`src/rtl/cim_sequencer.sv`:
```
// Host-side sequencer for the CIM macro: buffers operands, launches a compute, captures results.
// Optional build macro CIM_SEQ_TIMEOUT_EN adds a RUN watchdog that forces an error result.
module cim_sequencer #(
  parameter int N_LANES     = 36,
  parameter int TIMEOUT_CYC = 64
) (
  input  logic                            clk,
  input  logic                            RST,
  input  logic                            ld_valid,
  output logic                            ld_ready,
  input  logic                            ld_sel,
  input  logic [5:0]                      ld_idx,
  input  logic [7:0]                      ld_data,
  input  logic [3:0]                      ld_wsign,
  input  logic                            cfg_infp,
  input  logic [4:0]                      cfg_wexp,
  input  logic                            cfg_keep_w,
  input  logic                            start,
  output logic                            err_incomplete,
  output logic                            busy,
  output logic                            InFp,
  output logic                            DataValid,
  output logic [0:N_LANES-1][7:0]         DataIn,
  output logic [0:N_LANES-1][7:0]         W,
  output logic [0:N_LANES-1][3:0]         W_sign,
  output logic [4:0]                      W_exp,
  input  logic                            CIM_done,
  input  logic signed [21:0]              FinalOut_INT,
  input  logic [7:0]                      FinalOut_FP0,
  input  logic [7:0]                      FinalOut_FP1,
  input  logic [7:0]                      FinalOut_FP2,
  input  logic [7:0]                      FinalOut_FP3,
  output logic                            res_valid,
  input  logic                            res_ready,
  output logic signed [21:0]              res_int,
  output logic [31:0]                     res_fp,
  output logic                            res_err
);

  // state | meaning
  // IDLE  | accept operand loads, wait for start with both masks full
  // ARM   | operands frozen, wait for CIM_done low so DataValid rises cleanly
  // RUN   | DataValid high, wait for CIM_done (or watchdog)
  // DONE  | result presented, wait for res_ready handshake
  typedef enum logic [1:0] {S_IDLE, S_ARM, S_RUN, S_DONE} state_t;

  localparam logic [5:0] LANE_LIM = 6'(N_LANES);

  state_t               state;
  logic [N_LANES-1:0]   act_m;
  logic [N_LANES-1:0]   w_m;
  logic [0:N_LANES-1][7:0] act_q;
  logic [0:N_LANES-1][7:0] w_q;
  logic [0:N_LANES-1][3:0] ws_q;
  logic                 lane_ok;
  logic                 ld_fire;

`ifdef CIM_SEQ_TIMEOUT_EN
  localparam int CNT_W = $clog2(TIMEOUT_CYC + 1);
  logic [CNT_W-1:0] run_cnt;
  logic             res_err_q;
  assign res_err = res_err_q;
`else
  assign res_err = 1'b0;
`endif

  assign ld_ready = (state == S_IDLE);
  assign busy     = (state != S_IDLE);
  assign lane_ok  = (ld_idx < LANE_LIM);
  assign ld_fire  = ld_valid && ld_ready && lane_ok;

  assign DataIn = act_q;
  assign W      = w_q;
  assign W_sign = ws_q;

  // Operand buffers need no reset; validity is tracked by the masks.
  always_ff @(posedge clk) begin
    if (ld_fire) begin
      if (ld_sel) begin
        w_q[ld_idx]  <= ld_data;
        ws_q[ld_idx] <= ld_wsign;
      end else begin
        act_q[ld_idx] <= ld_data;
      end
    end
  end

  always_ff @(posedge clk) begin
    if (RST) begin
      state          <= S_IDLE;
      DataValid      <= 1'b0;
      res_valid      <= 1'b0;
      res_int        <= '0;
      res_fp         <= '0;
      err_incomplete <= 1'b0;
      act_m          <= '0;
      w_m            <= '0;
      InFp           <= 1'b0;
      W_exp          <= '0;
`ifdef CIM_SEQ_TIMEOUT_EN
      run_cnt        <= '0;
      res_err_q      <= 1'b0;
`endif
    end else begin
      err_incomplete <= 1'b0;
      case (state)
        S_IDLE: begin
          if (ld_fire) begin
            if (ld_sel) w_m[ld_idx]   <= 1'b1;
            else        act_m[ld_idx] <= 1'b1;
          end
          // start sees the masks as they stood before this cycle's load
          if (start) begin
            if ((&act_m) && (&w_m)) begin
              InFp  <= cfg_infp;
              W_exp <= cfg_wexp;
              state <= S_ARM;
            end else begin
              err_incomplete <= 1'b1;
            end
          end
        end
        S_ARM: begin
          if (!CIM_done) begin
            DataValid <= 1'b1;
            state     <= S_RUN;
`ifdef CIM_SEQ_TIMEOUT_EN
            run_cnt   <= '0;
`endif
          end
        end
        S_RUN: begin
          if (CIM_done) begin
            res_int   <= FinalOut_INT;
            res_fp    <= {FinalOut_FP3, FinalOut_FP2, FinalOut_FP1, FinalOut_FP0};
            DataValid <= 1'b0;
            res_valid <= 1'b1;
            state     <= S_DONE;
`ifdef CIM_SEQ_TIMEOUT_EN
            res_err_q <= 1'b0;
`endif
          end
`ifdef CIM_SEQ_TIMEOUT_EN
          else if (run_cnt == CNT_W'(TIMEOUT_CYC - 1)) begin
            res_int   <= '0;
            res_fp    <= '0;
            res_err_q <= 1'b1;
            DataValid <= 1'b0;
            res_valid <= 1'b1;
            state     <= S_DONE;
          end else begin
            run_cnt <= run_cnt + 1'b1;
          end
`endif
        end
        S_DONE: begin
          if (res_ready) begin
            res_valid <= 1'b0;
            act_m     <= '0;
            if (!cfg_keep_w) w_m <= '0;
            state     <= S_IDLE;
          end
        end
        default: state <= S_IDLE;
      endcase
    end
  end

endmodule
```
`config.mk`:
```
export PLATFORM = sky130hd
export DESIGN_NAME = cim_sequencer
export DESIGN_NICKNAME = d
export VERILOG_FILES = /design/src/rtl/cim_sequencer.sv
export SDC_FILE = /design/constraint.sdc
export NUM_CORES = 1
export LEC_CHECK = 0
export CAP_MARGIN = 0
export CORE_AREA = 2 2 343 345
export DETAILED_ROUTE_END_ITERATION = 10
export DIE_AREA = 0 0 345 347
export GPL_ROUTABILITY_DRIVEN = 0
export GPL_TIMING_DRIVEN = 0
export MAX_ROUTING_LAYER = met4
export PLACE_DENSITY = 0.43
export SLEW_MARGIN = 20
export SYNTH_ARGS = -nofsm -noshare
export SYNTH_HDL_FRONTEND = slang
export SYNTH_SLANG_ARGS = --single-unit
export TNS_END_PERCENT = 30
```
`constraint.sdc`:
```
create_clock -name clk -period 3.6 [get_ports clk]
set_clock_uncertainty 0.05 [all_clocks]
set_input_delay 0.72 -clock clk [delete_from_list [all_inputs] [get_ports clk]]
set_output_delay 0.72 -clock clk [all_outputs]
set_load 0.01 [all_outputs]
```
==> results.md, run 1 <==
- The proportion of synthesized chip area in sequential cells is 0.898.
- The most common cell after layout, fill and taps aside is clkdlybuf4s50_1.
- The startpoint identified for the worst hold timing path is ld_data[7].
- At the pin with the least slew margin, the transition time is approximately 1.1 ns.
- The number of sinks on the clock net is approximately 860.
- The headroom to the max-slew limit is 0.273.
- For this run, the leading register cell type out of synthesis is edfxtp_1.
- Leaving out fill and tap cells, the most frequent cells in the layout are 855 x clkdlybuf4s50_1, 720 x edfxtp_1, 150 x nand2_1, 137 x dfxtp_1, 124 x nor2_1.
- The overflow left after global routing is 0.
- The number of DRC markers in iteration 0 is roughly 1000.
- Clock latency on the worst-skew pair, taken at its later pin, is around 0.67 ns.
- Of all flip-flops after synthesis, the portion carrying an async set or reset was 0.
- For this configuration, the core starts out at a cell density of 0.234.
- The post-synthesis net count is 1526.
- The worst hold path belongs to the class in -> reg.
- The die covers 0.120 mm^2.
- The combined global-route utilization of all metal layers is 0.170.
- The source of the critical timing path is ld_idx[4].
- After detailed routing, the total wire length is 102000 um.
- The number of hold violations in the final report is 0.
- The critical path is of the in -> reg type.
- The unique cell type count in the Yosys netlist is 37.
- Setup violations remaining at the end of the flow were counted as 0.
- The final critical delay including setup and external delays is approximately 3.4 ns.
- Setup repair after global routing could not meet its margin everywhere.
- Summed over all cells, the static leakage comes to ~13 nW.
- Measured along the x axis, the die boundary spans 345 um.
- The post-route core utilization is 0.356.
- The number of hold buffers added after cts is 0.
- In this run the worst path has a maximum fanout of 12.
- Dividing the detail-routed via count by the number of cells gives 4.13.
- The gate count after technology mapping is roughly 1400.
- The number of antenna violations at the first check in global routing is 9.
- The H-tree was split into 3 levels.
- The number of enable flip-flop cells after synthesis is between 700 and 800.
- The detailed placer's ending HPWL is 73100 um.
- Clock-pin slew was measured on the worst setup and hold paths at ~0.06 ns.
- In the routed design, unresolved DRC markers number 0.
- The arrival time at the worst endpoint is between 3 and 4 ns.
- TritonCTS built the clock tree.
- The post-synth design cell area is 0.0271 mm^2.
- The number of top-level design ports is ~870.
- The flow ran to the end, and the final reports show no timing, DRC or antenna violations.
- The mean post-synth cell area is ~19 um^2.
- After detailed routing, the average wire length per cell comes to approximately 25 um.
- Of the cells placed in the final design, the portion with a size suffix greater than 1 is 0.0890.
- The total number of yosys warnings is 0.
- For this run, the top clock speed supported by timing is between 200 and 300 MHz.
- The clock passes through at most 3 buffers.
- The worst setup path is launched from an input port.
- The maximum number of pins on one net before global-route repair is 53.
- The first-pass GRT wire length is about 140000 um.
- From synthesis to final layout, the design area changed by 51.7%.
- The floorplan step set the die height to ~350 um.
- The first-pass iteration count of the detailed router is 5.
- The count of placed standard cells in the final layout, fillers left out is 4028.
- The launch instance of the worst register-to-register path is state[0]$_SDFFE_PP0P_.
- Power spread over the standard cell area amounts to 508 mW/mm^2.
- The total number of vias is between 15000 and 20000.
- The number of nets in the layout is about 2500.
- The core region is between 0.1 and 0.15 mm^2.
- The category of the worst setup path capture point is a flop.
- Buffers placed on the I/O ports in this run total approximately 870.
- The number of cells after detailed placement is 3844.
- At the worst endpoint, the required time is ~3.8 ns.
- The share of the cycle needed by the critical path after routing is 0.937.
- The buffer type at the clock tree root is clkbuf_16.
- The via count of the first global-routing pass is around 17000.
- The site row count is about 130.
- The maximum vdd drop is 355 uV.
- The number of pins exceeding their max-slew limit in the final report is 0.
- The detail route stage leaves a number of antenna-violating nets equal to 0.
- The count of max-cap constraint violations is 0.
- Counting the buffers created by CTS gives 94.
- Synthesis inferred ~860 register bits.
[critical path, stage by stage]
cell and delay [ns]:
clkdlybuf4s50_1 0.57, o31ai_2 0.37, nand4_1 0.15, buf_2 0.31, buf_1 0.51, nor2_1 0.94
[final timing paths]
kind | endpoint | slack (ns) | cells past startpoint
worst max-delay path | W[204]$_DFFE_PP_ | 0.23 | 6
worst min-delay path | W[239]$_DFFE_PP_ | 0.38 | 1
worst max register to register | W[204]$_DFFE_PP_ | 0.23 | 7
worst min register to register | res_int[14]$_SDFFE_PP0P_ | 0.40 | 2
[area by class of cell]
class,instances,area [um^2]
Clock buffer,119,2510
Sequential cell,857,24400
Inverter,6,22.5
Fill cell,11100,74600
Multi-Input combinational cell,518,2630
Timing Repair Buffer,884,9010
Antenna cell,9,22.5
Clock inverter,56,477
Tap cell,1524,1910
Buffer,55,226
[Yosys cell counts (all sizes together), types with 4 or more instances]
master | instances | area, um^2
a21oi | 63 | 315
a31oi | 36 | 225
buf | 22 | 103
clkbuf | 33 | 124
dfxtp | 137 | 2740
edfxtp | 720 | 21600
ha | 4 | 50.1
inv | 6 | 22.5
nand2 | 150 | 563
nand2b | 4 | 25.0
nand4 | 27 | 169
nor2 | 155 | 582
nor3b | 6 | 45.0
o21a | 38 | 285
o31ai | 7 | 57.6
[registers in the layout (all words and copies together), names as in the netlist]
name	count
res_fp	32
res_valid	1
err_incomplete	1
DataValid	1
res_int	22
act_m	36
w_m	36
InFp	1
W_exp	5
W_sign	144
W	288
state	2
DataIn	288
[logic make-up (layout without fill, tap and decap cells)]
group / count (synthesis) / count (layout) / share of synthesized area
flip-flops: 857 / 857 / 0.898
AND/OR/NAND/NOR: 361 / 361 / 0.0556
AO/OA/AOI/OAI: 151 / 151 / 0.0350
buffers and inverters: 61 / 1120 / 0.00918
adder cells (fa/ha/maj): 4 / 4 / 0.00184
other: 1 / 10 / 0.000138
multiplexers: 1 / 1 / 0.000369
[layer usage]
layer | up-vias | share of wire | track usage
met5 | - | 0 | -
met4 | 0 | 0.028 | 0.0548
met3 | 138 | 0.070 | 0.0471
met2 | 708 | 0.52 | 0.303
met1 | 8437 | 0.38 | 0.182
li1 | 7370 | - | -
[metrics by stage]
stage | hold WS, ns | cell area (um^2) | power (mW) | TNS [ns] | setup slack [ns]
global route | 0.334 | 41200 | 21.6 | -0.592 | -0.0322
global placement | 0.397 | 37700 | 11.8 | -1438.85 | -2.01
CTS | 0.316 | 41100 | 21.2 | 0 | 0.0318
finish | 0.376 | 41200 | 20.9 | 0 | 0.226
floorplan | 0.386 | 27100 | 11.3 | 0 | 0.852
detailed placement | 0.399 | 38100 | 11.8 | -200.92 | -0.852
[repair_timing]
| item | 4_1_cts | 5_1_grt |
|---|---|---|
| setup buffers | 0 | 0 |
| resized for setup | 1 | 4 |
| pin swaps | 0 | 0 |
| setup endpoints to repair | 12 | 80 |
[power by group]
group          leakage [nW]  internal [mW]  switching (mW)
combinational          4.22          0.244           0.561
clock                  1.47           5.26            4.05
sequential             7.57           10.8          0.0142
total                  13.3           16.3            4.63
Power figures use the tool's default switching activity.
==> run 2: changes to the inputs <==
--- a/config.mk
+++ b/config.mk
@@ -6,13 +6,15 @@
 export NUM_CORES = 1
 export LEC_CHECK = 0
 export CAP_MARGIN = 0
-export CORE_AREA = 2 2 343 345
+export CELL_PAD_IN_SITES_DETAIL_PLACEMENT = 1
+export CELL_PAD_IN_SITES_GLOBAL_PLACEMENT = 1
+export CORE_AREA = 2 2 342 344
 export DETAILED_ROUTE_END_ITERATION = 10
-export DIE_AREA = 0 0 345 347
+export DIE_AREA = 0 0 344 346
 export GPL_ROUTABILITY_DRIVEN = 0
 export GPL_TIMING_DRIVEN = 0
 export MAX_ROUTING_LAYER = met4
-export PLACE_DENSITY = 0.43
+export PLACE_DENSITY = 0.51
 export SLEW_MARGIN = 20
 export SYNTH_ARGS = -nofsm -noshare
 export SYNTH_HDL_FRONTEND = slang
==> run 2 against run 1 <==
  * Non-clock buffer count is 1 lower
  * Global-route usage grew 0.75 points
  * Sequential cell count stayed put
  * Clock power increased by 5.7%
  * Die area decreased by 0.58%
  * Cell area up 0.47%
  * Combinational power grew 2.7%
  * Critical path depth down 1
  * Setup slack lost 0.14 ns
  * Register-to-register slack about the same
  * Largest power group unchanged
==> results.md, run 2 (same netlist as run 1, synthesis figures left out) <==
- The first-pass GRT wire length is about 140000 um.
- STA puts the critical path data arrival time at ~3.8 ns.
- In the global route stage, overall resource usage came out at 0.177.
- The global-route track usage on met2 is 0.313.
- The area growth from synthesis to layout is 52.4%.
- The layout has 11900 filler cells.
- Setup repair after global routing could not meet its margin everywhere.
- The number of pins exceeding their max-slew limit in the final report is 0.
- The number of top-level design ports is a little under 900.
- The worst hold path terminates at DataIn[70]$_DFFE_PP_.
- The cell count of the worst hold path is 1.
- The number of buffers created by CTS is 95.
- The setup path with the least slack is of type in -> reg.
- The maximum number of pins on one net before global-route repair is 51.
- The later-pin clock latency in the skew report is a little under 0.7 ns.
- The buffer type at the clock tree root is clkbuf_16.
- The die boundary height is 346 um.
- STA puts the critical path data required time at about 3.9 ns.
- Of all nets on the critical path, the largest fanout is 12.
- For this block, the routed nets add up to around 110000 um of wire.
- The via-per-instance ratio is around 4.1.
- In this run the power density over the cells is roughly 520 mW/mm^2.
- The deepest level of the CTS H-tree is 3.
- In the final layout, the share of cells above drive strength 1 is 0.0946.
- The most common cell after layout, fill and taps aside is clkdlybuf4s50_1.
- Setup slack on the critical path of the routed design comes to between 0.08 and 0.09 ns.
- Buffers added to address setup during post-CTS repair amount to 0.
- The startpoint identified for the worst hold timing path is ld_data[6].
- The largest buffer count on any clock path is 3.
- The initial cell density of the core is 0.235.
- Setup violations remaining at the end of the flow were counted as 0.
- After global routing the overflow that remains totals 0.
- Input and output buffers added on the ports amount to 867.
- The CTS tree is yes.
- The via count of the first global-routing pass came to between 15000 and 20000.
- The flow ran to the end, and the final reports show no timing, DRC or antenna violations.
- The category of the worst setup path capture point is a flop.
- The share of the cycle needed by the critical path after routing is 0.977.
- Across all layers, the routed design uses around 17000 vias.
- The reg2reg setup slack is around 0.23 ns.
- The floorplan step defined a die boundary enclosing 0.119 mm^2.
- Leaving out fill and tap cells, the most frequent cells in the layout are 855 x clkdlybuf4s50_1, 720 x edfxtp_1, 150 x nand2_1, 137 x dfxtp_1, 112 x nor2_1.
- The pre-CTS setup slack is -0.726 ns.
- The net count of the finished layout is between 2000 and 3000.
- The kind of launch point of the worst setup path is an input port.
- The worst pin sits at a relative slew slack of 0.212.
- The maximum vdd drop is 341 uV.
- The final critical delay including setup and external delays is 3.52 ns.
- The reported leakage power is around 13 nW.
- The worst register-to-register path begins at state[0]$_SDFFE_PP0P_.
- The global routing's busiest layer is met2.
- The detailed router finished its first iteration with ~1000 violations.
- Measured in cells, the most critical reg-to-reg path has a length of 7.
- The number of antenna violations at the first check in global routing came to 10.
- The final worst hold slack is between 0.3 and 0.4 ns.
- The average wire per cell in the routed design is ~26 um.
- The tool flagged a number of max-cap violations equal to 0.
- The worst-margin pin slew is 1.18 ns.
- The site row count is roughly 130.
- For met3 alone, demand over resource in global routing was 0.0455.
- The die is approximately 340 um wide.
- The met1 usage in global routing is 0.191.
- The reg-to-reg endpoint is W[123]$_DFFE_PP_.
- The number of hold violations in the final report is 0.
- The clock slew seen by the registers of the worst setup and hold paths is around 0.06 ns.
- The first-pass iteration count of the detailed router is 5.
- The number of sinks on the clock net is between 800 and 900.
- For this run, design rule violations remaining after detail routing come to 0.
- The count of nets left with antenna violations once routing finished came out at 0.
- Static timing analysis puts the maximum clock frequency at between 200 and 300 MHz.
- The kind of path behind the tightest hold check is in -> reg.
- The post-layout total power is between 20 and 25 mW.
- The detailed placer's ending HPWL is around 76000 um.
- The floorplan core area is approximately 0.12 mm^2.
## run 2: through the flow
step | std cells | util | TNS (ns) | area (um^2)
4_1_cts | 4019 | 0.358 | -0.826 | 41300
2_1_floorplan | 1436 | - | 0 | 27100
5_1_grt | 4025 | 0.358 | -0.897 | 41400
6_report | 4027 | 0.358 | 0 | 41400
3_5_place_dp | 3843 | 0.330 | -232.07 | 38100
3_3_place_gp | 3827 | 0.327 | -1441.83 | 37700
## run 2: how the worst max path moves through the flow
stage	to	from	slack [ns]
after floorplan	W[136]$_DFFE_PP_	ld_idx[1]	0.85
after global placement	W[1]$_DFFE_PP_	ld_data[1]	-2.09
after detailed placement	W_sign[75]$_DFFE_PP_	ld_idx[4]	-0.73
after CTS	W_sign[109]$_DFFE_PP_	state[0]$_SDFFE_PP0P_	-0.04
after global routing	W[124]$_DFFE_PP_	state[0]$_SDFFE_PP0P_	-0.04
final	W[123]$_DFFE_PP_	ld_idx[4]	0.08
## run 2: layout make-up
type                            count  area (um^2)  area share
Multi-Input combinational cell    518         2660      0.0643
Buffer                             55          228     0.00551
Clock buffer                      118         2510      0.0608
Antenna cell                        8         20.0    0.000484
Tap cell                         1524         1910      0.0461
Inverter                            6         22.5    0.000545
Timing Repair Buffer              883         9010       0.218
Sequential cell                   857        24400       0.589
Clock inverter                     58          636      0.0154
## run 2: timing repair
| action | 4_1_cts | 5_1_grt |
|---|---|---|
| hold buffers | 0 | 0 |
| resized for setup | 6 | 9 |
| setup endpoints to repair | 89 | 136 |
## run 2: power by group
group / switching, mW / internal, mW / total (mW)
Sequential: 0.0154 / 10.8 / 10.8
Clock: 4.18 / 5.67 / 9.85
Combinational: 0.578 / 0.248 / 0.827
## run 2: routing by layer
layer / routed length [um] / vias to the layer above
li1: - / 7360
met1: 39800 / 8590
met2: 55100 / 617
met3: 7340 / 145
met4: 3480 / 0
met5: 0 / -
## run 2: worst max-delay path, stage by stage
cell and delay, ns:
clkdlybuf4s50_1 0.66, nor3b_1 0.82, clkbuf_1 0.46, nand2_1 0.35
nor2_2 0.73
==> run 3: changes to the inputs <==
--- a/config.mk
+++ b/config.mk
@@ -8,13 +8,13 @@
 export CAP_MARGIN = 0
 export CELL_PAD_IN_SITES_DETAIL_PLACEMENT = 1
 export CELL_PAD_IN_SITES_GLOBAL_PLACEMENT = 1
-export CORE_AREA = 2 2 342 344
+export CORE_AREA = 2 2 341 343
 export DETAILED_ROUTE_END_ITERATION = 10
-export DIE_AREA = 0 0 344 346
+export DIE_AREA = 0 0 343 345
 export GPL_ROUTABILITY_DRIVEN = 0
 export GPL_TIMING_DRIVEN = 0
 export MAX_ROUTING_LAYER = met4
-export PLACE_DENSITY = 0.51
+export PLACE_DENSITY = 0.53
 export SLEW_MARGIN = 20
 export SYNTH_ARGS = -nofsm -noshare
 export SYNTH_HDL_FRONTEND = slang
==> constraint.sdc (replaced) <==
create_clock -name clk -period 3.1 [get_ports clk]
set_clock_uncertainty 0.05 [all_clocks]
set_input_delay 0.62 -clock clk [delete_from_list [all_inputs] [get_ports clk]]
set_output_delay 0.62 -clock clk [all_outputs]
set_load 0.1 [all_outputs]
==> run 3 against run 2 <==
  * The flow now finishes with violations (setup timing)
  * Utilization increased by 0.65 points
  * Wire length shrank 1.8%
  * Hold slack got worse by 0.10 ns
  * Critical path depth unchanged
  * Sequential power up 16%
  * Die area is 0.58% lower
  * Clock power grew 20%
  * Combinational power grew 45%
  * Setup slack lost 0.12 ns
  * Sequential share of layout area fell by 0.89 points
  * Sequential cell count did not move
  * Register-to-register slack gained 0.04 ns
  * Largest power group unchanged
==> results.md, run 3 (same netlist as run 1, synthesis figures left out) <==
- The flow ran to the end, but the final reports show violations.
- The checks that failed: setup timing.
- In this run the worst hold path is classified as in -> reg.
- The sum of negative setup slack is -0.297 ns.
- For this run, the total global-route usage over all layers was measured as 0.175.
- The fmax is about 320 MHz.
- The number of antenna violations at the first check in global routing is 7.
- The placed cell area is about 0.038 mm^2.
- The CTS tree is yes.
- Compared with the post-synthesis result, the final layout area differs by 54.8%.
- After detailed routing, the wire length on met1 is slightly below 40000 um.
- Summed over all nets, wire length on met3 after detailed routing comes to just over 7000 um.
- The first routing iteration left between 900 and 1000 violations.
- The number of hold violations in the final report is 0.
- The worst setup path is launched from an input port.
- For this design the static power due to leakage is 13.5 nW.
- TritonCTS created 95 clock buffers.
- The pre-CTS setup slack is -1.37 ns.
- Setup repair after global routing could not meet its margin everywhere.
- Detailed placement ended at an HPWL of 73400 um.
- The routed layout has about 17000 vias.
- The worst-margin pin slew is 1.12 ns.
- Final hold analysis gives a worst-case slack of between 0.2 and 0.3 ns.
- The critical path is of the in -> reg type.
- The largest buffer count on any clock path is 3.
- Of all nets on the critical path, the largest fanout is 10.
- Global routing finished with a remaining overflow of 0.
- The count of endpoints failing setup in the final report is 8.
- The first global-routing pass estimated ~140000 um of wire.
- After layout, the minimum clock period comes to around 3.1 ns.
- The floorplan core area is about 0.12 mm^2.
- The full die area is approximately 0.12 mm^2.
- Measured on the finished design, the core utilization comes to 0.365.
- The count of max-cap constraint violations is 0.
- The later pin in the worst-skew pair is clocked with a latency of around 0.7 ns.
- The clock net in this run drives a total of around 860 sinks.
- The count of nets left with antenna violations once routing finished came out at 0.
- The number of pins exceeding their max-slew limit in the final report is 0.
- The root buffer cell chosen for the clock tree is clkbuf_16.
- Across all setup checks in the final design, the least slack found is -0.0379 ns.
- The design draws roughly 26 mW.
- The number of cells after detailed placement is just under 4000.
- The total wire length after detailed routing is between 100000 and 150000 um.
- In this run the count of I/O pins placed on the die edge is ~870.
- The library cells used most frequently in the layout, excluding fill and tap cells, are 853 x clkdlybuf4s50_1, 720 x edfxtp_1, 150 x nand2_1, 137 x dfxtp_1, 100 x nor2_1.
- The maximum number of pins on one net before global-route repair is 45.
- The wire length on met2 is 53500 um.
- The detailed-route DRC error count is 0.
- For this configuration, the core starts out at a cell density of 0.236.
- The count of placed standard cells in the final layout, fillers left out is around 4000.
- The die boundary height is about 350 um.
- The total power density per cell area is roughly 600 mW/mm^2.
- The first detailed-routing pass ran for 5 iterations.
- The number of nets in the layout is about 2500.
- During placement, the flow inserted port buffers numbering 867.
- The via-per-instance ratio is between 4 and 5.
- The worst setup path is captured at a flop.
- The average wire per cell in the routed design is 25.7 um.
- The via count of the first global-routing pass was 17800.
- The clock slew seen by the registers of the worst setup and hold paths is 0.06 ns.
- The worst pin sits at a relative slew slack of 0.252.
- At the worst endpoint, the required time is between 3 and 4 ns.
- In the final layout, the share of cells above drive strength 1 is 0.103.
- The maximum vdd drop is roughly 370 uV.
- Data on the critical path arrives at its endpoint at 3.38 ns.
- The floorplan has 125 rows.
- The deepest level of the CTS H-tree is 3.
- The share of the cycle needed by the critical path after routing is 1.01.
- The highest routed metal layer is met4.
- The most common cell after layout, fill and taps aside is clkdlybuf4s50_1.
- The horizontal die dimension is between 300 and 400 um.
- The number of hold buffers added after cts is 0.
- The area of all placed cells without fillers is 0.0420 mm^2.
[run 3: cell count changes in the layout (fill, tap and decap cells not counted), sizes merged]
cell,change
buf,+19
clkinvlp,-7
bufinv,+5
clkinv,+5
inv,-4
clkdlybuf4s50,-2
dlygate4sd2,+1
[run 3: timing repair]
action	CTS	global route
endpoints found under the setup margin	527	565
resized for setup	69	30
pin swaps	9	11
setup buffers	8	9
[run 3: power breakdown]
| group | internal [mW] | switching (mW) |
|---|---|---|
| logic | 0.289 | 0.906 |
| clock network | 7.01 | 4.77 |
| registers | 12.5 | 0.0185 |
| total | 19.8 | 5.70 |
[run 3: worst max-delay path, stage by stage]
cell,delay (ns)
clkdlybuf4s50_1,0.69
nor3b_2,0.54
clkbuf_1,0.46
nand2_1,0.39
nor2_1,0.68
[run 3: worst paths after layout]
kind / end / from / slack (ns) / depth (start not counted)
min reg2reg: res_int[16]$_SDFFE_PP0P_ / res_int[16]$_SDFFE_PP0P_ / 0.41 / 2
max reg2reg: w_m[31]$_SDFFE_PP0P_ / state[1]$_SDFFE_PP0P_ / 0.27 / 9
min: W_sign[116]$_DFFE_PP_ / ld_wsign[0] / 0.29 / 1
max: DataIn[127]$_DFFE_PP_ / ld_idx[4] / -0.04 / 5
[run 3: routing by layer]
layer	GRT usage	up-vias
met2	0.303	680
met1	0.190	8551
met5	-	-
li1	-	7401
met3	0.0465	166
met4	0.0711	0
[run 3: final cells by class]
cell class	instances	area [um^2]
diodes	8	20.0
plain buffers	55	233
clock buffers	119	2550
clock inverters	57	687
fillers	11700	73100
inverters	6	22.5
multi-input cells	518	2890
flip-flops and latches	857	24400
well taps	1524	1910
repair buffers	900	9330
